<file path="src/rtl/rv32i_types.sv">
// Shared type package for the rv32i memory subsystem.
// Holds the arbiter state enum and the constants the arbiter uses when it
// builds the physical-memory request.
package rv32i_types;

  // Arbiter states: IDLE evaluates requests, I_BUSY/D_BUSY hold the pmem
  // strobe for the granted client, DONE pulses that client's resp.
  typedef enum logic [1:0] {
    ARB_IDLE   = 2'd0,
    ARB_I_BUSY = 2'd1,
    ARB_D_BUSY = 2'd2,
    ARB_DONE   = 2'd3
  } arb_state_t;

  // Reads always fetch the whole word.
  localparam logic [3:0] BE_FULL = 4'hF;

endpackage

</file>
<file path="src/rtl/mem_arbiter_arb_req_reg.sv">
// arb_req_reg: holding register for the granted memory request.
// Captures address, write data, byte enable and the read/write operation on
// load; holds them for the rest of the transaction so pmem_* never follow
// the client inputs.
// Ports:
//   clk, rst             clock, synchronous active-high reset (clears all)
//   load                 capture the *_in values this cycle
//   address_in/wdata_in  32-bit request address / write data
//   byte_enable_in       4-bit byte enable
//   read_in/write_in     operation (mutually exclusive, chosen by the FSM)
//   address/wdata/byte_enable/read/write  latched copies
module arb_req_reg (
  input  logic        clk,
  input  logic        rst,
  input  logic        load,
  input  logic [31:0] address_in,
  input  logic [31:0] wdata_in,
  input  logic [3:0]  byte_enable_in,
  input  logic        read_in,
  input  logic        write_in,
  output logic [31:0] address,
  output logic [31:0] wdata,
  output logic [3:0]  byte_enable,
  output logic        read,
  output logic        write
);

  always_ff @(posedge clk) begin
    if (rst) begin
      address     <= 32'h0;
      wdata       <= 32'h0;
      byte_enable <= 4'h0;
      read        <= 1'b0;
      write       <= 1'b0;
    end else if (load) begin
      address     <= address_in;
      wdata       <= wdata_in;
      byte_enable <= byte_enable_in;
      read        <= read_in;
      write       <= write_in;
    end
  end

endmodule

</file>
<file path="src/rtl/mem_arbiter.sv">
// mem_arbiter: shares one physical memory port between the instruction
// fetch client (imem) and the data client (dmem).
// Handshake: a client holds read/write high to request; the arbiter answers
// with a one-cycle resp pulse, rdata valid in that same cycle. Towards pmem,
// read/write stay high from the cycle after the grant until the cycle in
// which pmem_resp is sampled high; pmem_resp is a one-cycle pulse.
// Ports:
//   clk, rst                          clock, synchronous active-high reset
//   imem_read, imem_address           fetch request
//   imem_resp, imem_rdata             fetch completion / data
//   dmem_read, dmem_write, dmem_address, dmem_wdata, dmem_byte_enable
//                                     data request
//   dmem_resp, dmem_rdata             data completion / read data
//   pmem_read, pmem_write, pmem_address, pmem_wdata, pmem_byte_enable
//                                     physical memory request
//   pmem_rdata, pmem_resp             physical memory completion
module mem_arbiter
  import rv32i_types::*;
(
  input  logic        clk,
  input  logic        rst,
  input  logic        imem_read,
  input  logic [31:0] imem_address,
  output logic        imem_resp,
  output logic [31:0] imem_rdata,
  input  logic        dmem_read,
  input  logic        dmem_write,
  input  logic [31:0] dmem_address,
  input  logic [31:0] dmem_wdata,
  input  logic [3:0]  dmem_byte_enable,
  output logic        dmem_resp,
  output logic [31:0] dmem_rdata,
  output logic        pmem_read,
  output logic        pmem_write,
  output logic [31:0] pmem_address,
  output logic [31:0] pmem_wdata,
  output logic [3:0]  pmem_byte_enable,
  input  logic [31:0] pmem_rdata,
  input  logic        pmem_resp
);

  arb_state_t  state, state_next;
  // Set on a data grant, cleared on a fetch grant. During DONE it also
  // names the client that owns the finishing transaction.
  logic        last_grant_data;
  logic        grant_d, grant_i, busy;
  logic [31:0] req_address, req_wdata;
  logic [3:0]  req_byte_enable;
  logic        req_read, req_write;

  // Data wins a tie unless it also won last time (fetch must not starve).
  always_comb begin
    grant_d = 1'b0;
    grant_i = 1'b0;
    if (state == ARB_IDLE) begin
      grant_d = (dmem_read | dmem_write) & ~(imem_read & last_grant_data);
      grant_i = imem_read & ~grant_d;
    end
  end

  assign busy = (state == ARB_I_BUSY) || (state == ARB_D_BUSY);

  always_comb begin
    state_next = state;
    case (state)
      ARB_IDLE: begin
        if (grant_d)      state_next = ARB_D_BUSY;
        else if (grant_i) state_next = ARB_I_BUSY;
      end
      ARB_I_BUSY, ARB_D_BUSY: if (pmem_resp) state_next = ARB_DONE;
      default:          state_next = ARB_IDLE;
    endcase
  end

  always_ff @(posedge clk) begin
    if (rst) begin
      state           <= ARB_IDLE;
      last_grant_data <= 1'b0;
      imem_rdata      <= 32'h0;
      dmem_rdata      <= 32'h0;
    end else begin
      state <= state_next;
      if (grant_d)      last_grant_data <= 1'b1;
      else if (grant_i) last_grant_data <= 1'b0;
      if (state == ARB_D_BUSY && pmem_resp) dmem_rdata <= pmem_rdata;
      if (state == ARB_I_BUSY && pmem_resp) imem_rdata <= pmem_rdata;
    end
  end

  // A simultaneous read+write from the data side is issued as a write.
  arb_req_reg u_req (
    .clk            (clk),
    .rst            (rst),
    .load           (grant_d | grant_i),
    .address_in     (grant_d ? dmem_address : imem_address),
    .wdata_in       (grant_d ? dmem_wdata : 32'h0),
    .byte_enable_in (grant_d ? dmem_byte_enable : BE_FULL),
    .read_in        (grant_d ? (dmem_read & ~dmem_write) : 1'b1),
    .write_in       (grant_d & dmem_write),
    .address        (req_address),
    .wdata          (req_wdata),
    .byte_enable    (req_byte_enable),
    .read           (req_read),
    .write          (req_write)
  );

  assign pmem_read        = busy & req_read;
  assign pmem_write       = busy & req_write;
  assign pmem_address     = req_address;
  assign pmem_wdata       = req_wdata;
  assign pmem_byte_enable = req_write ? req_byte_enable : BE_FULL;

  assign imem_resp = (state == ARB_DONE) & ~last_grant_data;
  assign dmem_resp = (state == ARB_DONE) &  last_grant_data;

endmodule

</file>
<file path="config.mk">
export PLATFORM = sky130hd
export DESIGN_NAME = mem_arbiter
export DESIGN_NICKNAME = d
export VERILOG_FILES = /design/src/rtl/rv32i_types.sv /design/src/rtl/mem_arbiter_arb_req_reg.sv /design/src/rtl/mem_arbiter.sv
export SDC_FILE = /design/constraint.sdc
export NUM_CORES = 1
export LEC_CHECK = 0
export BUFFER_PORTS_ARGS = -buffer_cell sky130_fd_sc_hd__buf_2
export CORE_MARGIN = 5
export CORE_UTILIZATION = 45
export CTS_CLUSTER_DIAMETER = 40
export DETAILED_ROUTE_END_ITERATION = 10
export GPL_ROUTABILITY_DRIVEN = 0
export PLACE_DENSITY = 0.79
export SLEW_MARGIN = 30
export SYNTH_ARGS = -nofsm -noshare
export SYNTH_HDL_FRONTEND = slang
export SYNTH_SLANG_ARGS = --single-unit
export TNS_END_PERCENT = 20
</file>
<file path="constraint.sdc">
create_clock -name clk -period 3.1 [get_ports clk]
set_input_delay 0.31 -clock clk [delete_from_list [all_inputs] [get_ports clk]]
set_output_delay 0.31 -clock clk [all_outputs]
set_load 0.005 [all_outputs]
</file>
-- Word-level counts from Yosys, hierarchy flattened
Index checks and enable logic that the tools add are counted.
- input port bits: 138
- word-level logic and storage cells: 49
- output and inout port bits: 136
- RAM bits: 0
- ROM bits: 0
- memories: 0
- latch bits: 0
- flip-flop bits (word level): 137
- order comparisons: 0
- eq/ne operators: 5
- shift operators: 0
- multipliers: 0
- $add $sub $neg: 0
- divide/modulo/power cells: 0
- bitwise gates (word level): 15
- reduce and logical (&&, ||, !) cells: 7
- mux-type cells: 13
- operators by type and width (cell ; count):
    $mux 32 ; 2
    $and 1x1->1 ; 9
    $mux 4 ; 2
    $mux 2 ; 3
    $mux 1 ; 5
    $eq 2x2->1 const B ; 2
    $not 1->1 ; 4
    $pmux 2 s2 ; 1
    $ne 3x3->1 const B ; 1
    $eq 2x1->1 const B ; 1
    $logic_and 1x1->1 ; 2
    $logic_not 2->1 ; 1
    $ne 2x2->1 const B ; 1
    $or 1x1->1 ; 2
    $reduce_and 2->1 ; 1
    $reduce_bool 2->1 ; 1
    $reduce_or 2->1 ; 1
    $logic_or 1x1->1 ; 1

-- Logic depth before layout (Yosys ltp)
Gate-level depths: netlist of the first run.
- depth after elaboration: 9
- gate-level depth with buffers: 7
- gate-level depth less buffers: 5

-- Modules after synthesis
From an unflattened synthesis of the first run, not the netlist that was laid out.
- cell total of the unflattened synthesis: 618
- area total of the unflattened synthesis: 5875.6 µm²
- by module, submodules not included (module ; area an instance (µm²) ; seq. area each (µm²) ; instances ; cells an instance):
    mem_arbiter ; 3363.2 ; 1341.3 ; 1 ; 392
    arb_req_reg ; 2512.4 ; 1401.3 ; 1 ; 226

-- Worst setup path after synthesis of the first run
OpenSTA, ideal clock, no wires.
- path kind: register -> register
- from: register state[0]
- to: register u_req.byte_enable[0]
- data arrival time: 1.390 ns
- setup time: 0.119 ns
- buffers on the path: 0
- stages on the path, launching flop included: 6
- clock period less this slack: 1.509 ns
- setup slack: 1.591 ns
- path through: dfxtp_1 > inv_1 > ha_1 > a21boi_4 > nand2_1 > o221a_1
- longest elaborated chain between the ends: 3
- elaborated cells on any way between the ends: 5
- classes of those cells: mux: 3; bitwise: 1; reduce/logical: 1
- ends and longest elaborated chain (item ; line ; text):
    start, declared ; mem_arbiter.sv:42 ; arb_state_t state, state_next;
    start signal, assigned ; mem_arbiter.sv:82 ; state <= state_next;
    $logic_not 2->1 * ; mem_arbiter.sv:55 ; if (state == ARB_IDLE) begin
    $mux 1 ; mem_arbiter.sv:55 ;
    $mux 4 or $or 1x1->1 (tied branches) ; mem_arbiter.sv:97, mem_arbiter.sv:94 ;
    end signal, assigned ; mem_arbiter_arb_req_reg.sv:38 ; byte_enable <= byte_enable_in;
    end, declared ; mem_arbiter_arb_req_reg.sv:23 ; output logic [3:0] byte_enable,
Every way passes the cells marked *; elsewhere a longest branch is shown, timed or not.
A chain may end at the register's enable or synchronous reset.

-- Worst setup path after layout of the first run
- from: register state[1]
- to: register u_req.wdata[24]
- longest elaborated chain between the ends: 3
- elaborated cells on any way between the ends: 5
- classes of those cells: mux: 3; bitwise: 1; reduce/logical: 1
- ends and longest elaborated chain (item ; line ; text):
    $logic_not 2->1 * ; mem_arbiter.sv:55 ;
    $mux 1 ; mem_arbiter.sv:55 ;
    $mux 32 or $or 1x1->1 (tied branches) ; mem_arbiter.sv:96, mem_arbiter.sv:94 ;
    end signal, assigned ; mem_arbiter_arb_req_reg.sv:37 ; wdata <= wdata_in;
    end, declared ; mem_arbiter_arb_req_reg.sv:22 ; output logic [31:0] wdata,
Marks and branches as above.

==> results.json, run 1 <==
{
  "yosysTopAreaCell": "dfxtp_1",
  "fmax_ghz": 0.488,
  "total_leakage_power_nw": 3.29,
  "io_buffers": 273,
  "cts_sinks": 137,
  "reg2reg_depth": 6,
  "ios": 274,
  "diodes": 0,
  "post_cts_buffers": 0,
  "fin_util": 0.629,
  "routedWlPerCell_microns": 17.1,
  "cts_resized": 0,
  "hold_path_class": "in2reg",
  "cp_max_fo": 19,
  "finalCritPeriodShare": 0.662,
  "drive_above_1_share": 0.376,
  "cts_buffers": 17,
  "grt_pass1_vias": 5235,
  "multi_input_area_sq_um": 2270,
  "drv_cap": 0,
  "hold_viol_final": 0,
  "synth_cell_types": 32,
  "vias_per_cell": 5.46,
  "rows": 39,
  "cts_tree": "yes",
  "wl_met2_microns": 8190,
  "ant_nets": 0,
  "grt_pass1_wl_microns": 26700,
  "setup_viol": 0,
  "ys_async_sr_fraction": 0,
  "hold_buffers": 0,
  "netlist.area_leader.share": 0.511,
  "powerDensity_nw_per_um2": 858,
  "switching_share": 0.315,
  "dieWidth_microns": 119,
  "place_inst": 965,
  "die_h_microns": 119,
  "total_power_mw": 6.25,
  "min_period_ns": 2.05,
  "grt-ovfl-total": 0,
  "clk_pin_slew_ns": 0.06,
  "drt-met1-wl_microns": 6840,
  "slew_headroom": 0.477,
  "reg2reg_from": "state[1]$_SDFFE_PP0P_",
  "vias": 5442,
  "clock_power_share": 0.342,
  "outcome": "finished clean",
  "synth_area_sq_um": 5360,
  "reg2reg_to": "u_req.wdata[24]$_SDFFE_PP0P_",
  "ys_ff_latch": 137,
  "synth-edff-count": 0,
  "cp_top_family": "compound AO/OA/AOI/OAI gates",
  "hpwlAfterDp_microns": 11600,
  "synth_common_cells": "dfxtp_1, nand2_1, a21oi_1",
  "path_buf_inv": 2,
  "grt_max_degree": 58,
  "worstHoldStart": "pmem_rdata[9]",
  "critPathRequiredTime_ns": 3.44,
  "cp_cell_sequence": "inv_1, ha_1, a21boi_4, buf_4, a32oi_1, nor2_1",
  "synth_area_leaders": "dfxtp_1, nand2_1, a21oi_1, o2bb2ai_1, a32oi_1",
  "clock_latency_ns": 0.42,
  "antenna_found_initial": 0,
  "detail_route.first_pass.iterations": 5,
  "drc": 0,
  "fill_cells": 1040,
  "nNetsFinal": 984,
  "seq_area_sq_um": 2740,
  "worstMarginPinSlew_ns": 0.785,
  "endpoint_kind": "register",
  "internal_power_mw": 4.28,
  "die-area_sq_um": 14200,
  "clock_skew_ns": 0.00667,
  "critPathMaxStageDelay_ns": 0.53,
  "cp.arrival_ns": 2.39,
  "htreeDepth": 4,
  "avgSynthCellArea_sq_um": 9.00,
  "stdcell_count": 997,
  "wl_met3_microns": 1630,
  "fin_tns_setup_ns": 0,
  "yosys_warnings": 0,
  "netlist_instances": 596,
  "grt_setup_unrepaired": "false",
  "clockBufferDepth": 2,
  "dr.max_layer_used": "met4",
  "cp-start-kind": "register",
  "seqPwrFrac": 0.382,
  "maxSlewViolCount": 0,
  "rrSetupSlack_ns": 1.05,
  "drtIter0Drc": 600,
  "holdPathEnd": "imem_rdata[9]$_SDFFE_PP0P_",
  "syn2layout_area_growth_pct": 35.7,
  "synthFlopType": "dfxtp_1",
  "design.core.area_sq_um": 11600,
  "power_frac_comb": 0.275,
  "routed_wl_microns": 17100,
  "yosysMostFrequentCell": "dfxtp_1",
  "cts-root-buf": "clkbuf_16",
  "setup.worst_path.class": "reg2reg",
  "start_util": 0.464,
  "switchingPower_mw": 1.97,
  "synth_nets": 739,
  "slowest_stage": "a21boi_4",
  "irDropWorstVdd_mv": 0.620,
  "ys_seq_area_frac": 0.511,
  "grt_usage": 0.233,
  "min_delay_path_depth": 3
}
-- kinds of logic after synthesis --
kind of cell / synth area share
and+or+nand+nor: 0.138
adders and majority gates: 0.0117
DFF: 0.511
buffers and inverters: 0.0653
AOI/OAI and AO/OA: 0.274
-- metrics by stage --
step                hold slack (ns)  setup slack (ns)  instance area (sq um)
floorplan                     0.446              1.59                   5360
global route                  0.126             0.896                   7280
finish                        0.143              1.05                   7280
detailed placement            0.441              1.06                   6650
global placement              0.438              1.08                   6650
CTS                           0.124              1.05                   7280
-- worst register-to-register path: cells and delay by family (launching register included) --
kind / cells / cell delay, ns
AO/OA/AOI/OAI: 2 / 0.67
buffers and inverters: 2 / 0.45
adder cells (fa/ha/maj): 1 / 0.36
flip-flops: 1 / 0.34
AND/OR/NAND/NOR: 1 / 0.16
-- power groups by stage --
stage               logic [mW]  registers (mW)  clock network [mW]
global placement          1.70            2.41                   0
floorplan                 1.05            2.43                   0
detailed placement        1.72            2.41                   0
finish                    1.72            2.39                2.14
global route              1.90            2.44                2.25
CTS                       1.73            2.39                2.18
-- per-layer routing --
metal	up-vias	global-route usage
met5	-	0
met4	0	0.0825
met3	31	0.0891
met2	264	0.383
met1	2537	0.277
li1	2610	-
-- layout by cell type, fill, tap and decap left out, types with 2 or more instances in the layout --
master      instances
o21ai_0            24
o32ai_1             2
o21ai_1             8
nand2b_1            4
clkinv_2            2
nor2_1             35
clkbuf_16          17
nor3_1              3
dfxtp_1           137
ha_1                5
buf_4              11
bufinv_16           4
nor2b_1             2
clkbuf_1            2
a32oi_1            32
a22oi_1            33
clkbuf_8            2
o221a_1             3
buf_2             272
o2bb2ai_1          33
a21oi_1            68
nand2_1           132
inv_1               3
clkinvlp_4          4
and2_1              5
-- sequential cells by signal, summed over array words and instances, names as in the netlist --
signal,flops
imem_rdata,32
state,2
u_req.wdata,32
u_req.byte_enable,4
u_req.write,1
last_grant_data,1
u_req.read,1
dmem_rdata,32
u_req.address,32
-- final cells by class --
| class | count | share of cell area |
|---|---|---|
| Sequential cell | 137 | 0.377 |
| Multi-Input combinational cell | 399 | 0.312 |
| Timing Repair Buffer | 283 | 0.198 |
| Clock buffer | 21 | 0.0633 |
| Tap cell | 143 | 0.0246 |
| Clock inverter | 11 | 0.0232 |
| Inverter | 3 | 0.00155 |
-- how the worst max path moves through the flow --
stage	start	end	slack (ns)	depth (start not counted)
after detailed placement	imem_read	u_req.address[2]$_SDFFE_PP0P_	1.06	4
after global routing	state[1]$_SDFFE_PP0P_	u_req.wdata[24]$_SDFFE_PP0P_	0.90	6
final	state[1]$_SDFFE_PP0P_	u_req.wdata[24]$_SDFFE_PP0P_	1.05	6
after floorplan	state[0]$_SDFFE_PP0P_	u_req.byte_enable[0]$_SDFFE_PP0P_	1.59	5
after CTS	state[0]$_SDFFE_PP0P_	u_req.wdata[24]$_SDFFE_PP0P_	1.05	6
after global placement	imem_read	u_req.wdata[11]$_SDFFE_PP0P_	1.08	5
No activity file was read; power rests on OpenSTA's default activity.
==> inputs of run 2 (changes only) <==
--- a/config.mk
+++ b/config.mk
@@ -5,13 +5,14 @@
 export SDC_FILE = /design/constraint.sdc
 export NUM_CORES = 1
 export LEC_CHECK = 0
+export ABC_AREA = 1
 export BUFFER_PORTS_ARGS = -buffer_cell sky130_fd_sc_hd__buf_2
 export CORE_MARGIN = 5
-export CORE_UTILIZATION = 45
+export CORE_UTILIZATION = 41
 export CTS_CLUSTER_DIAMETER = 40
 export DETAILED_ROUTE_END_ITERATION = 10
 export GPL_ROUTABILITY_DRIVEN = 0
-export PLACE_DENSITY = 0.79
+export PLACE_DENSITY = 0.77
 export SLEW_MARGIN = 30
 export SYNTH_ARGS = -nofsm -noshare
 export SYNTH_HDL_FRONTEND = slang
==> constraint.sdc (replaced) <==
create_clock -name clk -period 1.69 [get_ports clk]
set_input_delay 0.169 -clock clk [delete_from_list [all_inputs] [get_ports clk]]
set_output_delay 0.169 -clock clk [all_outputs]
set_load 0.005 [all_outputs]
==> results.json, run 2 <==
{
  "outcome": "finished clean",
  "ys_ff_latch": 137,
  "grt_setup_unrepaired": "false",
  "setup_viol": 0,
  "netlist.area_leader.share": 0.522,
  "drc": 0,
  "dieWidth_microns": 123,
  "clockBufferDepth": 2,
  "irDropWorstVdd_mv": 0.865,
  "antenna_found_initial": 1,
  "powerDensity_nw_per_um2": 1650,
  "synthFlopType": "dfxtp_1",
  "routedWlPerCell_microns": 13.9,
  "final_area_sq_um": 7620,
  "final_cell_mix": "buf_2, nor2_1, dfxtp_1, o21ai_0, nand2_1",
  "drt-met1-wl_microns": 6480,
  "hold_path_class": "in2reg",
  "diodes": 0,
  "synth_nets": 843,
  "ys_seq_area_frac": 0.522,
  "maxSlewViolCount": 0,
  "synth_area_leaders": "dfxtp_1, o21ai_0, nor2_1, nand2_1, a21oi_1",
  "crit_path_start": "state[0]$_SDFFE_PP0P_",
  "ios": 274,
  "cp_top_family": "flip-flops",
  "clk_pin_slew_ns": 0.06,
  "critPathMaxStageDelay_ns": 0.37,
  "grt_usage": 0.208,
  "htreeDepth": 4,
  "synth_cell_types": 21,
  "crit_top_cell": "inv_1",
  "stdcell_count": 1163,
  "yosysTopAreaCell": "dfxtp_1",
  "avgSynthCellArea_sq_um": 7.51,
  "cts_sinks": 137,
  "synth-edff-count": 0,
  "finalCritPeriodShare": 0.937,
  "synth_common_cells": "dfxtp_1, nor2_1, o21ai_0",
  "routed_wl_microns": 16200,
  "grt_max_degree": 52,
  "ys_async_sr_fraction": 0,
  "start_util": 0.418,
  "vias_per_cell": 4.75,
  "die-area_sq_um": 15200,
  "cp-start-kind": "register",
  "fmax_ghz": 0.632,
  "reg2reg_from": "state[0]$_SDFFE_PP0P_",
  "rows": 41,
  "nNetsFinal": 1123,
  "clock_skew_ns": 0.0134,
  "drtIter0Drc": 316,
  "critPathRequiredTime_ns": 1.52,
  "place_area_sq_um": 6830,
  "cp_max_fo": 5,
  "cts_tree": "yes",
  "syn2layout_area_growth_pct": 45.1,
  "design.core.area_sq_um": 12600,
  "hpwlAfterDp_microns": 11700,
  "wl_met2_microns": 8020,
  "netlist_instances": 700,
  "slew_headroom": 0.739,
  "final_common_cell": "buf_2",
  "cts-root-buf": "clkbuf_16",
  "synth_area_sq_um": 5250,
  "wl_met3_microns": 1350,
  "min_period_ns": 1.58,
  "grt_pass1_vias": 5255,
  "slowest_stage": "dfxtp_2",
  "vias": 5530,
  "dr.max_layer_used": "met5",
  "fin_tns_setup_ns": 0,
  "grt-ovfl-total": 0,
  "cp_cell_sequence": "inv_1, ha_4, nand2_1, inv_1, buf_2",
  "clock_latency_ns": 0.41,
  "yosys_warnings": 0,
  "worstMarginPinSlew_ns": 0.391,
  "drv_cap": 0,
  "yosysMostFrequentCell": "dfxtp_1",
  "path_buf_inv": 3,
  "cp.arrival_ns": 1.41,
  "cts_buffers": 17,
  "io_buffers": 273,
  "endpoint_kind": "output port",
  "total_leakage_power_nw": 3.83,
  "hold_viol_final": 0,
  "worstHoldStart": "dmem_wdata[1]",
  "drive_above_1_share": 0.335,
  "ant_nets": 0,
  "place_inst": 1118,
  "die_h_microns": 123,
  "grt_pass1_wl_microns": 24900,
  "setup.worst_path.class": "reg2out",
  "detail_route.first_pass.iterations": 5
}
==> run 2: cell types whose count changed after synthesis, sizes merged, moves of 7 or more <==
cell and delta:
o21ai +101, nor2 +99, inv +46, a22oi -33, o2bb2ai -33, a32oi -32, nand2 -15, buf -7
==> run 2: cell families after synthesis <==
group	share of synthesized area
adder cells (fa/ha/maj)	0.0119
buffers and inverters	0.0829
AND/OR/NAND/NOR	0.185
flip-flops	0.522
AO/OA/AOI/OAI	0.199
==> run 2: cell type report <==
| type | count | area [sq um] |
|---|---|---|
| Timing Repair Buffer | 308 | 1750 |
| Multi-Input combinational cell | 466 | 2100 |
| Clock inverter | 6 | 111 |
| Sequential cell | 137 | 2750 |
| Clock buffer | 24 | 512 |
| Inverter | 50 | 188 |
| Fill cell | 1130 | 4950 |
| Tap cell | 172 | 215 |
==> run 2: worst reg2reg max path: stages, from the launching register on <==
cell     delay, ns
dfxtp_2       0.37
inv_1         0.09
ha_4          0.28
inv_1         0.05
or2_2         0.26
nand2_1       0.11
nor2_1        0.06
nand2_1       0.06
a21oi_1       0.05
==> run 2: metal layers <==
layer | track usage | up-vias
met4 | 0.0789 | 2
met1 | 0.232 | 2502
met3 | 0.0727 | 25
met5 | 0 | -
li1 | - | 2791
met2 | 0.363 | 210
==> run 2: stage by stage <==
| stage | total power [mW] | setup WS (ns) | utilization | hold slack [ns] |
|---|---|---|---|---|
| 2_1_floorplan | 7.04 | 0.260 | - | 0.316 |
| 3_3_place_gp | 8.64 | 0.201 | 0.544 | 0.423 |
| 3_5_place_dp | 8.74 | 0.124 | 0.544 | 0.424 |
| 4_1_cts | 12.6 | 0.0293 | 0.605 | 0.000268 |
| 5_1_grt | 13.4 | 0.00983 | 0.606 | 0.00577 |
| 6_report | 12.6 | 0.107 | 0.606 | 0.00767 |
==> run 2: final timing paths <==
check | end | slack (ns) | cells after the start
hold reg to reg | u_req.wdata[17]$_SDFFE_PP0P_ | 0.46 | 2
hold / removal | u_req.wdata[1]$_SDFFE_PP0P_ | 0.008 | 3
setup / recovery | pmem_write | 0.11 | 5
setup reg to reg | state[1]$_SDFFE_PP0P_ | 0.22 | 8
==> run 2: where the power goes <==
| group | switching, mW | leakage (nW) | internal, mW |
|---|---|---|---|
| logic | 2.43 | 2.40 | 1.82 |
| registers | 0.423 | 1.13 | 4.08 |
| clock network | 1.29 | 0.304 | 2.54 |
| total | 4.15 | 3.83 | 8.44 |
==> run 2: repair_timing <==
action,4_1_cts,5_1_grt
setup buffers,0,0
hold buffers,15,0
endpoints found under the hold margin,15,0
setup endpoints to repair,2,1
gates resized for setup,2,1
cloned,0,0
